==> src/rtl/cache_port_arbiter.sv <==
// rtl/cache_port_arbiter.sv - round-robin arbiter sharing one cache port between fetch (I) and load/store (D)
module cache_port_arbiter #(
  parameter int BUS_WIDTH      = 32,
  parameter int ADDRESS_WIDTH  = 10,
  parameter int TIMEOUT_CYCLES = 64,
  parameter int CNT_WIDTH      = 7
) (
  input  logic                     i_clk,
  input  logic                     i_aresetn,
  input  logic                     i_if_req,
  input  logic [ADDRESS_WIDTH-1:0] i_if_addr,
  output logic                     o_if_ack,
  output logic [BUS_WIDTH-1:0]     o_if_rdata,
  output logic                     o_if_err,
  input  logic                     i_d_req,
  input  logic                     i_d_we,
  input  logic [ADDRESS_WIDTH-1:0] i_d_addr,
  input  logic [BUS_WIDTH-1:0]     i_d_wdata,
  output logic                     o_d_ack,
  output logic [BUS_WIDTH-1:0]     o_d_rdata,
  output logic                     o_d_err,
  output logic                     o_MemRead,
  output logic                     o_MemWrite,
  output logic [ADDRESS_WIDTH-1:0] o_AddressCpu,
  output logic [BUS_WIDTH-1:0]     o_data,
  input  logic [BUS_WIDTH-1:0]     i_DataToCpu,
  input  logic                     i_stall
);

  typedef enum logic [1:0] {S_IDLE, S_BUSY, S_RESP} state_t;

  state_t                   r_state, w_state_nxt;
  logic                     r_owner;       // 1 = port D
  logic                     r_last_grant;  // 1 = port D
  logic                     r_op;          // 1 = write
  logic [ADDRESS_WIDTH-1:0] r_addr;
  logic [BUS_WIDTH-1:0]     r_wdata;
  logic [CNT_WIDTH-1:0]     r_cnt;
  logic                     r_if_ack, r_if_err, r_d_ack, r_d_err;
  logic [BUS_WIDTH-1:0]     r_if_rdata, r_d_rdata;

  logic                     w_grant, w_grant_d, w_done, w_timeout, w_busy;
  logic [BUS_WIDTH-1:0]     w_rdata;

  always_comb begin
    w_state_nxt = r_state;
    w_grant     = 1'b0;
    w_grant_d   = 1'b0;
    w_done      = 1'b0;
    w_timeout   = 1'b0;
    case (r_state)
      S_IDLE: begin
        if (i_if_req || i_d_req) begin
          w_grant     = 1'b1;
          // On a tie, D wins only if I was the last port served
          w_grant_d   = i_d_req && (!i_if_req || !r_last_grant);
          w_state_nxt = S_BUSY;
        end
      end
      S_BUSY: begin
        if (!i_stall) begin
          w_done      = 1'b1;
          w_state_nxt = S_RESP;
        end else if (r_cnt == CNT_WIDTH'(TIMEOUT_CYCLES - 1)) begin
          w_timeout   = 1'b1;
          w_state_nxt = S_RESP;
        end
      end
      S_RESP:  w_state_nxt = S_IDLE;
      default: w_state_nxt = S_IDLE;
    endcase
  end

  always_ff @(posedge i_clk or negedge i_aresetn) begin
    if (!i_aresetn) r_state <= S_IDLE;
    else            r_state <= w_state_nxt;
  end

  // Writes and timeouts return zero read data
  assign w_rdata = (w_done && !r_op) ? i_DataToCpu : '0;

  always_ff @(posedge i_clk or negedge i_aresetn) begin
    if (!i_aresetn) begin
      r_owner      <= 1'b0;
      r_last_grant <= 1'b1;
      r_op         <= 1'b0;
      r_addr       <= '0;
      r_wdata      <= '0;
      r_cnt        <= '0;
      r_if_ack     <= 1'b0;
      r_if_err     <= 1'b0;
      r_d_ack      <= 1'b0;
      r_d_err      <= 1'b0;
      r_if_rdata   <= '0;
      r_d_rdata    <= '0;
    end else begin
      r_if_ack <= 1'b0;
      r_if_err <= 1'b0;
      r_d_ack  <= 1'b0;
      r_d_err  <= 1'b0;
      if (w_grant) begin
        r_owner      <= w_grant_d;
        r_last_grant <= w_grant_d;
        r_op         <= w_grant_d && i_d_we;
        r_addr       <= w_grant_d ? i_d_addr : i_if_addr;
        r_wdata      <= w_grant_d ? i_d_wdata : '0;
        r_cnt        <= '0;
      end
      if (r_state == S_BUSY && i_stall && !w_timeout)
        r_cnt <= r_cnt + 1'b1;
      if (w_done || w_timeout) begin
        if (r_owner) begin
          r_d_ack   <= 1'b1;
          r_d_err   <= w_timeout;
          r_d_rdata <= w_rdata;
        end else begin
          r_if_ack   <= 1'b1;
          r_if_err   <= w_timeout;
          r_if_rdata <= w_rdata;
        end
      end
    end
  end

  assign w_busy       = (r_state == S_BUSY);
  assign o_MemRead    = w_busy && !r_op;
  assign o_MemWrite   = w_busy && r_op;
  assign o_AddressCpu = w_busy ? r_addr : '0;
  assign o_data       = w_busy ? r_wdata : '0;
  assign o_if_ack     = r_if_ack;
  assign o_if_err     = r_if_err;
  assign o_if_rdata   = r_if_rdata;
  assign o_d_ack      = r_d_ack;
  assign o_d_err      = r_d_err;
  assign o_d_rdata    = r_d_rdata;

endmodule

==> config.mk <==
export PLATFORM = sky130hd
export DESIGN_NAME = cache_port_arbiter
export DESIGN_NICKNAME = d
export VERILOG_FILES = /design/src/rtl/cache_port_arbiter.sv
export SDC_FILE = /design/constraint.sdc
export NUM_CORES = 1
export LEC_CHECK = 0
export CAP_MARGIN = 20
export CORE_ASPECT_RATIO = 1.75
export CORE_MARGIN = 8
export CORE_UTILIZATION = 44
export DETAILED_ROUTE_END_ITERATION = 8
export PLACE_DENSITY_LB_ADDON = 0.05
export SLEW_MARGIN = 25
export SYNTH_ARGS = -nofsm -noshare
export SYNTH_HDL_FRONTEND = slang
export SYNTH_SLANG_ARGS = --single-unit
==> constraint.sdc <==
create_clock -name i_clk -period 2.47 [get_ports i_clk]
set_input_delay 0.741 -clock i_clk [delete_from_list [all_inputs] [get_ports i_clk]]
set_output_delay 0.741 -clock i_clk [all_outputs]
set_load 0.005 [all_outputs]
==> results of run 1 <==
[where the power goes]
| group | switching (µW) | leakage, µW | total [µW] | internal (µW) |
|---|---|---|---|---|
| clock | 926 | 0.000296 | 2570 | 1650 |
| combinational | 1660 | 0.00180 | 4080 | 2420 |
| sequential | 543 | 0.00157 | 3420 | 2880 |
[worst max path at each step]
stage / endpoint
floorplan: o_AddressCpu[1]
global placement: r_cnt[3]$_DFFE_PN0P_
detailed placement: r_cnt[3]$_DFFE_PN0P_
CTS: o_MemWrite
global route: o_data[26]
finish: o_data[22]
[cell usage in the layout, fill, tap and decap left out, types with 2 or more instances in the layout]
cell type          n
a21o_1             2
a22o_1            97
and2_1            43
buf_12             8
buf_4             13
buf_6              2
bufinv_16          3
clkbuf_16         18
clkbuf_2          17
clkbuf_8           2
clkdlybuf4s15_1   12
clkdlybuf4s50_1  157
clkinv_2           2
clkinv_4           3
clkinvlp_4         3
dfrtp_1          121
dlygate4sd2_1     13
inv_1              3
inv_6              2
mux2i_1           12
nand2_1           18
nand3_4            2
nor2_1             4
nor2b_1           32
nor3_4             2
nor4_1             2
o21ai_0           11
[layer usage]
metal,global-route usage,wire length (µm),part of all wire,vias to the layer above
met4,0.0660,273,0.018,0
met3,0.0847,1140,0.074,16
met5,0,0,0,-
li1,-,-,-,1873
met1,0.217,6080,0.39,1979
met2,0.334,8030,0.52,162
[final cells by class]
type	instances	area share
multi-input combinational	247	0.237
tap	135	0.0213
timing repair buffer	224	0.278
sequential	122	0.384
clock inverter	13	0.0209
clock buffer	19	0.0570
inverter	4	0.00189
[kinds of logic after synthesis]
kind of cell               count (synthesis)  synth area share
and+or+nand+nor                          116             0.140
DFF                                      122             0.599
xor gates and xnor gates                   1           0.00172
buffers and inverters                     35            0.0383
AOI/OAI and AO/OA                        116             0.193
adders and majority gates                  1           0.00245
muxes                                     13            0.0258
[what timing repair did]
action / 4_1_cts / 5_1_grt
gates resized for setup: 45 / 51
setup buffers: 1 / 7
gates cloned: 1 / 1
setup endpoints to repair: 44 / 23
[worst reg2reg max path, cell delays in order (launching register included)]
cell     delay (ns)
dfrtp_1        0.43
nor2_1         0.30
and3_2         0.49
buf_4          0.40
a22o_1         0.21
[stage by stage]
stage          power [µW]  utilization  std cells  setup slack [ns]  hold slack [ns]
2_1_floorplan        5140            -        404             0.689            0.442
3_3_place_gp         7380        0.638        723             0.174            0.453
3_5_place_dp         7480        0.638        723             0.107            0.466
4_1_cts             10100        0.692        757            -0.141            0.217
5_1_grt             10700        0.694        764           -0.0408            0.226
6_report            10100        0.694        764            0.0465            0.227
[flip-flops by register name, summed over array words and instances (netlist names), 2 cells and up]
name	cells
o_d_rdata	32
o_if_rdata	32
r_wdata	32
r_addr	10
r_cnt	7
r_state	2
==> results_dict.tcl, run 1 <==
set metrics [dict create \
    yosys_warnings 0 \
    synth-seq-cells 122 \
    path_clk_slew_ns 0.06 \
    cts_root_buf "clkbuf_16" \
    cts_max_level 4 \
    hold_buffers 0 \
    worstSkewPairLatency_ns 0.41 \
    routed_wl_um 15500 \
    cts.sinks 122 \
    path_cells "nor2b_4 > buf_6 > clkbuf_16 > and2_1 > dlygate4sd2_1" \
    slew_viol_final 0 \
    synth_top_area_cell "dfrtp_1" \
    cts_max_path_buffers 2 \
    nets 707 \
    cp-start-kind "flop" \
    num_vias 4030 \
    port_buffers 201 \
    crit_arrival_ns 1.68 \
    hold_class "in2async" \
    endpoint_kind "output pin" \
    status "completed" \
    grt_max_degree 70 \
    slew_headroom 0.720 \
    hold_viol 0 \
    syn_area_mm2 0.00510 \
    crit_path_max_incr_delay_ns 0.43 \
    r2r_slack_ns 0.58 \
    place.gp.congestion 0.774 \
    firstDrtPassIters 6 \
    drcViolationCount 0 \
    period_share 0.981 \
    r2r-end "r_wdata[31]$_DFFE_PN0P_" \
    tns_ns 0 \
    coreArea_mm2 0.0115 \
    multi_input_area_mm2 0.00188 \
    yosysMostFrequentCell "dfrtp_1" \
    grt_pass1_wl_um 24200 \
    numCtsBuffers 17 \
    syn_nets 495 \
    num_rows 52 \
    crit_slowest_cell "dfrtp_1" \
    synth_top_area_share 0.594 \
    dp_hpwl_um 10800 \
    die_y_um 158 \
    viasPerCell 5.27 \
    maxCapViolCount 0 \
    finalSetupViolCount 0 \
    postRouteAntennaNets 0 \
    finClkSkew_ns 0.0136 \
    synth_cell_types 37 \
    syn_inst 404 \
    antenna_cells 0 \
    antenna_found_initial 0 \
    wire_per_inst_um 20.3 \
    regArea_mm2 0.00305 \
    powerDensity_mw_per_mm2 1270 \
    crit_start "r_state[1]$_DFFE_PN0P_" \
    die_area_mm2 0.0154 \
    synth_area_leaders "dfrtp_1 59%, a22o_1 17%, and2_1 5.4%" \
    cp_max_fo 11 \
    p_leak_uw 0.00366 \
    critPathKind "reg2out" \
    rr_startpoint "r_state[1]$_DFFE_PN0P_" \
    place_area_mm2 0.00731 \
    grtUsageTotal 0.197 \
    fillCellCount 889 \
    worstPathRequired_ns 1.73 \
    tritoncts "done" \
    syn_avg_cell_area_um2 12.6 \
    area_growth_pct 55.9 \
    cpLargestDelayFamily "buffers and inverters" \
    ys.flop_type "dfrtp_1" \
    crit_buf_inv 3 \
    die-width_um 97.4 \
    synth-async-reset-ratio 1.00 \
    drive_above_1_share 0.141 \
    synth-edff-count 0 \
    rsz0062_at_grt "true" \
    vdd_ir_drop_max_mv 0.724 \
    cp.depth 5 \
    fmax_ghz 0.413 \
    synth_top_cells_by_count "121 x dfrtp_1, 97 x a22o_1, 44 x and2_1, 33 x nor2b_1, 19 x nand2_1" \
    worstMarginPinSlew_ns 0.420 \
    globalRouteOverflowTotal 0 \
    grt_pass1_vias 4443 \
    reg2reg_depth 4 \
    postLayoutCellArea_mm2 0.00795 \
    yosysSeqAreaShare 0.599 \
    start_util 0.445 \
    io_pins 202 \
    period_minus_slack_ns 2.42 \
    drtIter0Drc 124 \
]
(Power assumes the default switching activity.)
==> run 2: changes to the inputs <==
- clock period: 2.47 -> 2.7 ns (I/O delays scaled with it)
==> run 2 against run 1 <==
Against the previous run:
- die area unchanged
- count of clock-buffer cells in the layout down 1
- non-clock buffer count down 3
- worst setup slack better by 0.024 ns
- utilization down 0.22 points
- cell area down 0.31%
- worst hold slack better by 0.15 ns
- sequential power down 8.2%
- routed wire length down 1.6%
- clock power down 13%
- global-route usage up 0.36 points
- combinational power down 10%
- largest power group unchanged
==> results_dict.tcl, run 2 (synthesis gave the netlist of run 1 again) <==
set metrics [dict create \
    drcViolationCount 0 \
    grt_pass1_wl_um 24400 \
    cts_max_level 4 \
    cts.sinks 122 \
    antenna_cells 0 \
    wire_per_inst_um 20.1 \
    powerDensity_mw_per_mm2 1140 \
    hold_viol 0 \
    coreArea_mm2 0.0115 \
    mostFrequentLayoutCells "174 x clkdlybuf4s50_1, 121 x dfrtp_1, 97 x a22o_1" \
    routed_wl_um 15300 \
    place.gp.congestion 0.776 \
    num_vias 4132 \
    grt_max_degree 53 \
    finalSetupViolCount 0 \
    io_pins 202 \
    num_rows 52 \
    endpoint_kind "output pin" \
    vdd_ir_drop_max_mv 0.647 \
    crit_path_max_incr_delay_ns 0.53 \
    slew_viol_final 0 \
    firstDrtPassIters 6 \
    cp-start-kind "flop" \
    nets 704 \
    crit_buf_inv 2 \
    finClkSkew_ns 0.00921 \
    port_buffers 201 \
    die-width_um 97.4 \
    slew_headroom 0.633 \
    die_y_um 158 \
    p_leak_uw 0.00366 \
    start_util 0.445 \
    tritoncts "done" \
    die_area_mm2 0.0154 \
    postLayoutCellArea_mm2 0.00792 \
    fillCellCount 861 \
    cpLargestDelayFamily "buffers and inverters" \
    period_share 0.974 \
    crit_arrival_ns 1.82 \
    globalRouteOverflowTotal 0 \
    drive_above_1_share 0.109 \
    layout_commonest_cell "clkdlybuf4s50_1" \
    multi_input_area_mm2 0.00187 \
    hold_class "in2async" \
    r2r-end "r_wdata[15]$_DFFE_PN0P_" \
    worstMarginPinSlew_ns 0.551 \
    status "completed" \
    critPathKind "reg2out" \
    cts_root_buf "clkbuf_16" \
    antenna_found_initial 0 \
    grt_pass1_vias 4562 \
    viasPerCell 5.43 \
    worstPathRequired_ns 1.89 \
    maxCapViolCount 0 \
    worstSkewPairLatency_ns 0.41 \
    rr_startpoint "r_state[1]$_DFFE_PN0P_" \
    drtIter0Drc 118 \
    cp_max_fo 22 \
    cts_max_path_buffers 2 \
    regArea_mm2 0.00305 \
    postRouteAntennaNets 0 \
    fmax_ghz 0.380 \
    path_clk_slew_ns 0.06 \
    r2r_slack_ns 0.73 \
    numCtsBuffers 17 \
    place_area_mm2 0.00727 \
    period_minus_slack_ns 2.63 \
    hold_buffers 0 \
    path_cells "nor2b_4 > buf_12 > and2_1 > clkdlybuf4s50_1" \
    total_power_uw 9030 \
    crit_slowest_cell "clkdlybuf4s50_1" \
    dp_hpwl_um 10800 \
    reg2reg_depth 5 \
    area_growth_pct 55.4 \
    grtUsageTotal 0.201 \
]
-- run 2: power by group --
group	internal, µW	switching [µW]
registers	2640	503
logic	2200	1460
clock network	1380	854
-- run 2: timing repair --
| item | in CTS | in global routing |
|---|---|---|
| buffers inserted | 4 | 1 |
| cloned | 1 | 0 |
| gates resized for setup | 24 | 5 |
| setup endpoints to repair | 43 | 22 |
-- run 2: per-stage QoR --
stage | setup WS, ns | hold WS [ns] | instances | TNS [ns] | util
detailed placement | 0.246 | 0.463 | 723 | 0 | 0.635
floorplan | 0.850 | 0.442 | 404 | 0 | -
finish | 0.0710 | 0.378 | 761 | 0 | 0.692
global route | -0.00522 | 0.396 | 761 | -0.0193 | 0.692
global placement | 0.291 | 0.456 | 723 | 0 | 0.635
CTS | 0.00436 | 0.386 | 760 | 0 | 0.690
-- run 2: per-layer routing --
metal / track usage / up-vias / wire length, µm
li1: - / 1867 / -
met1: 0.215 / 2063 / 5790
met2: 0.340 / 171 / 7870
met3: 0.0825 / 31 / 1170
met4: 0.0893 / 0 / 465
met5: 0 / - / 0
-- run 2: final cells by class --
type | count | share of cell area
Clock inverter | 14 | 0.0185
Sequential cell | 122 | 0.386
Inverter | 4 | 0.00190
Clock buffer | 18 | 0.0554
Multi-Input combinational cell | 247 | 0.237
Timing Repair Buffer | 221 | 0.281
Tap cell | 135 | 0.0213
-- run 2: worst register-to-register path: cells and delay by family, from the launching register on --
kind | cells | cell delay (ns)
flops | 1 | 0.41
compound gates | 1 | 0.21
simple gates | 2 | 0.72
buf+inv | 2 | 0.56
-- run 2: how the worst max path moves through the flow --
stage | cells past startpoint | slack, ns | start | end
final | 4 | 0.07 | r_state[1]$_DFFE_PN0P_ | o_data[18]
after floorplan | 4 | 0.85 | r_state[0]$_DFFE_PN0P_ | o_AddressCpu[1]
after CTS | 4 | 0.004 | r_state[1]$_DFFE_PN0P_ | o_MemWrite
after global routing | 4 | -0.005 | r_state[1]$_DFFE_PN0P_ | o_AddressCpu[4]
after detailed placement | 4 | 0.25 | i_stall | o_if_rdata[10]$_DFFE_PN0P_
after global placement | 4 | 0.29 | i_stall | o_if_rdata[4]$_DFFE_PN0P_
==> run 3: changes to the inputs <==
- CORE_MARGIN: 8 -> default
- CORE_UTILIZATION: 44 -> 30
==> run 3 against run 2 <==
Against the previous run:
- routed wire length increased by 1.4%
- global-route usage decreased by 1.9 points
- clock power about the same
- sequential power about the same
- non-clock buffer count increased by 3
- first-iteration DRC count decreased by 5.9%
- worst hold slack improved by 0.030 ns
- final cell count increased by 12%
- via count decreased by 1.3%
- clock skew about the same
- worst setup slack got worse by 0.048 ns
- highest routed layer unchanged
==> results_dict.tcl, run 3 (synthesis gave the netlist of run 1 again) <==
set metrics [dict create \
    antenna_found_initial 0 \
    crit_slowest_cell "clkdlybuf4s50_1" \
    hold_viol 0 \
    antenna_cells 0 \
    tritoncts "done" \
    dpl.cell_count 813 \
    status "completed" \
    maxCapViolCount 0 \
    place.gp.congestion 0.820 \
    fmax_ghz 0.374 \
    num_vias 4080 \
    finClkSkew_ns 0.00888 \
    crit_buf_inv 2 \
    layout_commonest_cell "clkdlybuf4s50_1" \
    timing.hold.ws_ns 0.408 \
    cts_max_level 4 \
    cpLargestDelayFamily "buffers and inverters" \
    num_rows 62 \
    dp_hpwl_um 10000 \
    die_y_um 174 \
    grtUsageTotal 0.182 \
    worstMarginPinSlew_ns 0.630 \
    powerDensity_mw_per_mm2 1120 \
    r2r_slack_ns 0.61 \
    die-width_um 101 \
    area_growth_pct 59.8 \
    grt_pass1_vias 4363 \
    path_cells "nor2b_4 > buf_4 > and2_1 > clkdlybuf4s50_1" \
    nets 707 \
    io_pins 202 \
    postLayoutCellArea_mm2 0.00815 \
    vdd_ir_drop_max_mv 0.389 \
    die_area_mm2 0.0175 \
    cts_root_buf "clkbuf_16" \
    firstDrtPassIters 4 \
    endpoint_kind "output pin" \
    globalRouteOverflowTotal 0 \
    worst_slack_ns 0.0233 \
    rsz0062_at_grt "true" \
    finalSetupViolCount 0 \
    drcViolationCount 0 \
    cp_max_fo 4 \
    drive_above_1_share 0.114 \
    hold_buffers 0 \
    cp-start-kind "flop" \
    hold_class "in2async" \
    grt_max_degree 45 \
    period_minus_slack_ns 2.68 \
    utilization 0.493 \
    drtIter0Drc 111 \
    worstPathRequired_ns 1.89 \
    stdcell_count 853 \
    cts.sinks 122 \
    start_util 0.308 \
    crit_path_max_incr_delay_ns 0.50 \
    viasPerCell 4.78 \
    slew_viol_final 0 \
    critPathKind "reg2out" \
    fillCellCount 1548 \
    coreArea_mm2 0.0165 \
    path_clk_slew_ns 0.06 \
    cts_max_path_buffers 2 \
    mostFrequentLayoutCells "158 x clkdlybuf4s50_1, 121 x dfrtp_1, 97 x a22o_1" \
    worstSkewPairLatency_ns 0.41 \
    port_buffers 201 \
    postRouteAntennaNets 0 \
    grt_pass1_wl_um 24100 \
    period_share 0.991 \
    slew_headroom 0.580 \
    p_leak_uw 0.00383 \
    place_area_mm2 0.00744 \
    dp_slack_ns 0.280 \
    crit_arrival_ns 1.87 \
    wire_per_inst_um 18.2 \
    routed_wl_um 15500 \
    numCtsBuffers 17 \
]
-- run 3: changes by cell type in the layout (fill, tap and decap cells not counted), sizes merged --
cell,delta
clkdlybuf4s50,-16
dlygate4sd2,+13
clkinvlp,-4
clkinv,+3
dlymetal6s2s,+3
clkbuf,+2
buf,+1
bufbuf,+1
-- run 3: repair_timing --
| item | 4_1_cts | 5_1_grt |
|---|---|---|
| resized for setup | 41 | 8 |
| endpoints found under the hold margin | 0 | 0 |
| setup buffers | 3 | 2 |
| setup endpoints to repair | 42 | 9 |
| gates cloned | 2 | 1 |
-- run 3: worst paths after layout --
check / from / endpoint / depth (start not counted)
worst max register to register: r_state[0]$_DFFE_PN0P_ / r_op$_DFFE_PN0P_ / 6
worst max-delay path: r_state[1]$_DFFE_PN0P_ / o_AddressCpu[3] / 4
max in group asynchronous: i_aresetn / o_if_rdata[12]$_DFFE_PN0P_ / 2
min in group i_clk: r_addr[4]$_DFFE_PN0P_ / r_addr[4]$_DFFE_PN0P_ / 2
worst min register to register: r_addr[4]$_DFFE_PN0P_ / r_addr[4]$_DFFE_PN0P_ / 2
worst min-delay path: i_aresetn / o_if_ack$_DFF_PN0_ / 1
-- run 3: cell type report --
class                           count  area, µm²  share of cell area
Sequential cell                   122       3050               0.375
Clock buffer                       19        433              0.0531
Multi-Input combinational cell    247       1890               0.232
Timing Repair Buffer              224       2330               0.286
Clock inverter                     13        146              0.0180
Inverter                            4       15.0             0.00184
Tap cell                          224        280              0.0344
-- run 3: metrics by stage --
stage / power (µW) / TNS, ns
4_1_cts: 9230 / -0.00186
3_5_place_dp: 6820 / 0
6_report: 9150 / 0
5_1_grt: 9730 / -0.0422
2_1_floorplan: 4700 / 0
3_3_place_gp: 6780 / 0
-- run 3: where the power goes --
| group | leakage [µW] | switching, µW | internal, µW |
|---|---|---|---|
| combinational | 0.00199 | 1510 | 2290 |
| sequential | 0.00157 | 483 | 2640 |
| clock | 0.000278 | 864 | 1370 |
| total | 0.00383 | 2860 | 6300 |
-- run 3: routing by layer --
layer  vias to the layer above  global-route usage  part of all wire
met3                         9              0.0523             0.057
li1                       1874                   -                 -
met1                      2036               0.206              0.40
met2                       161               0.323              0.54
met4                         0              0.0580             0.010
met5                         -                   0                 0
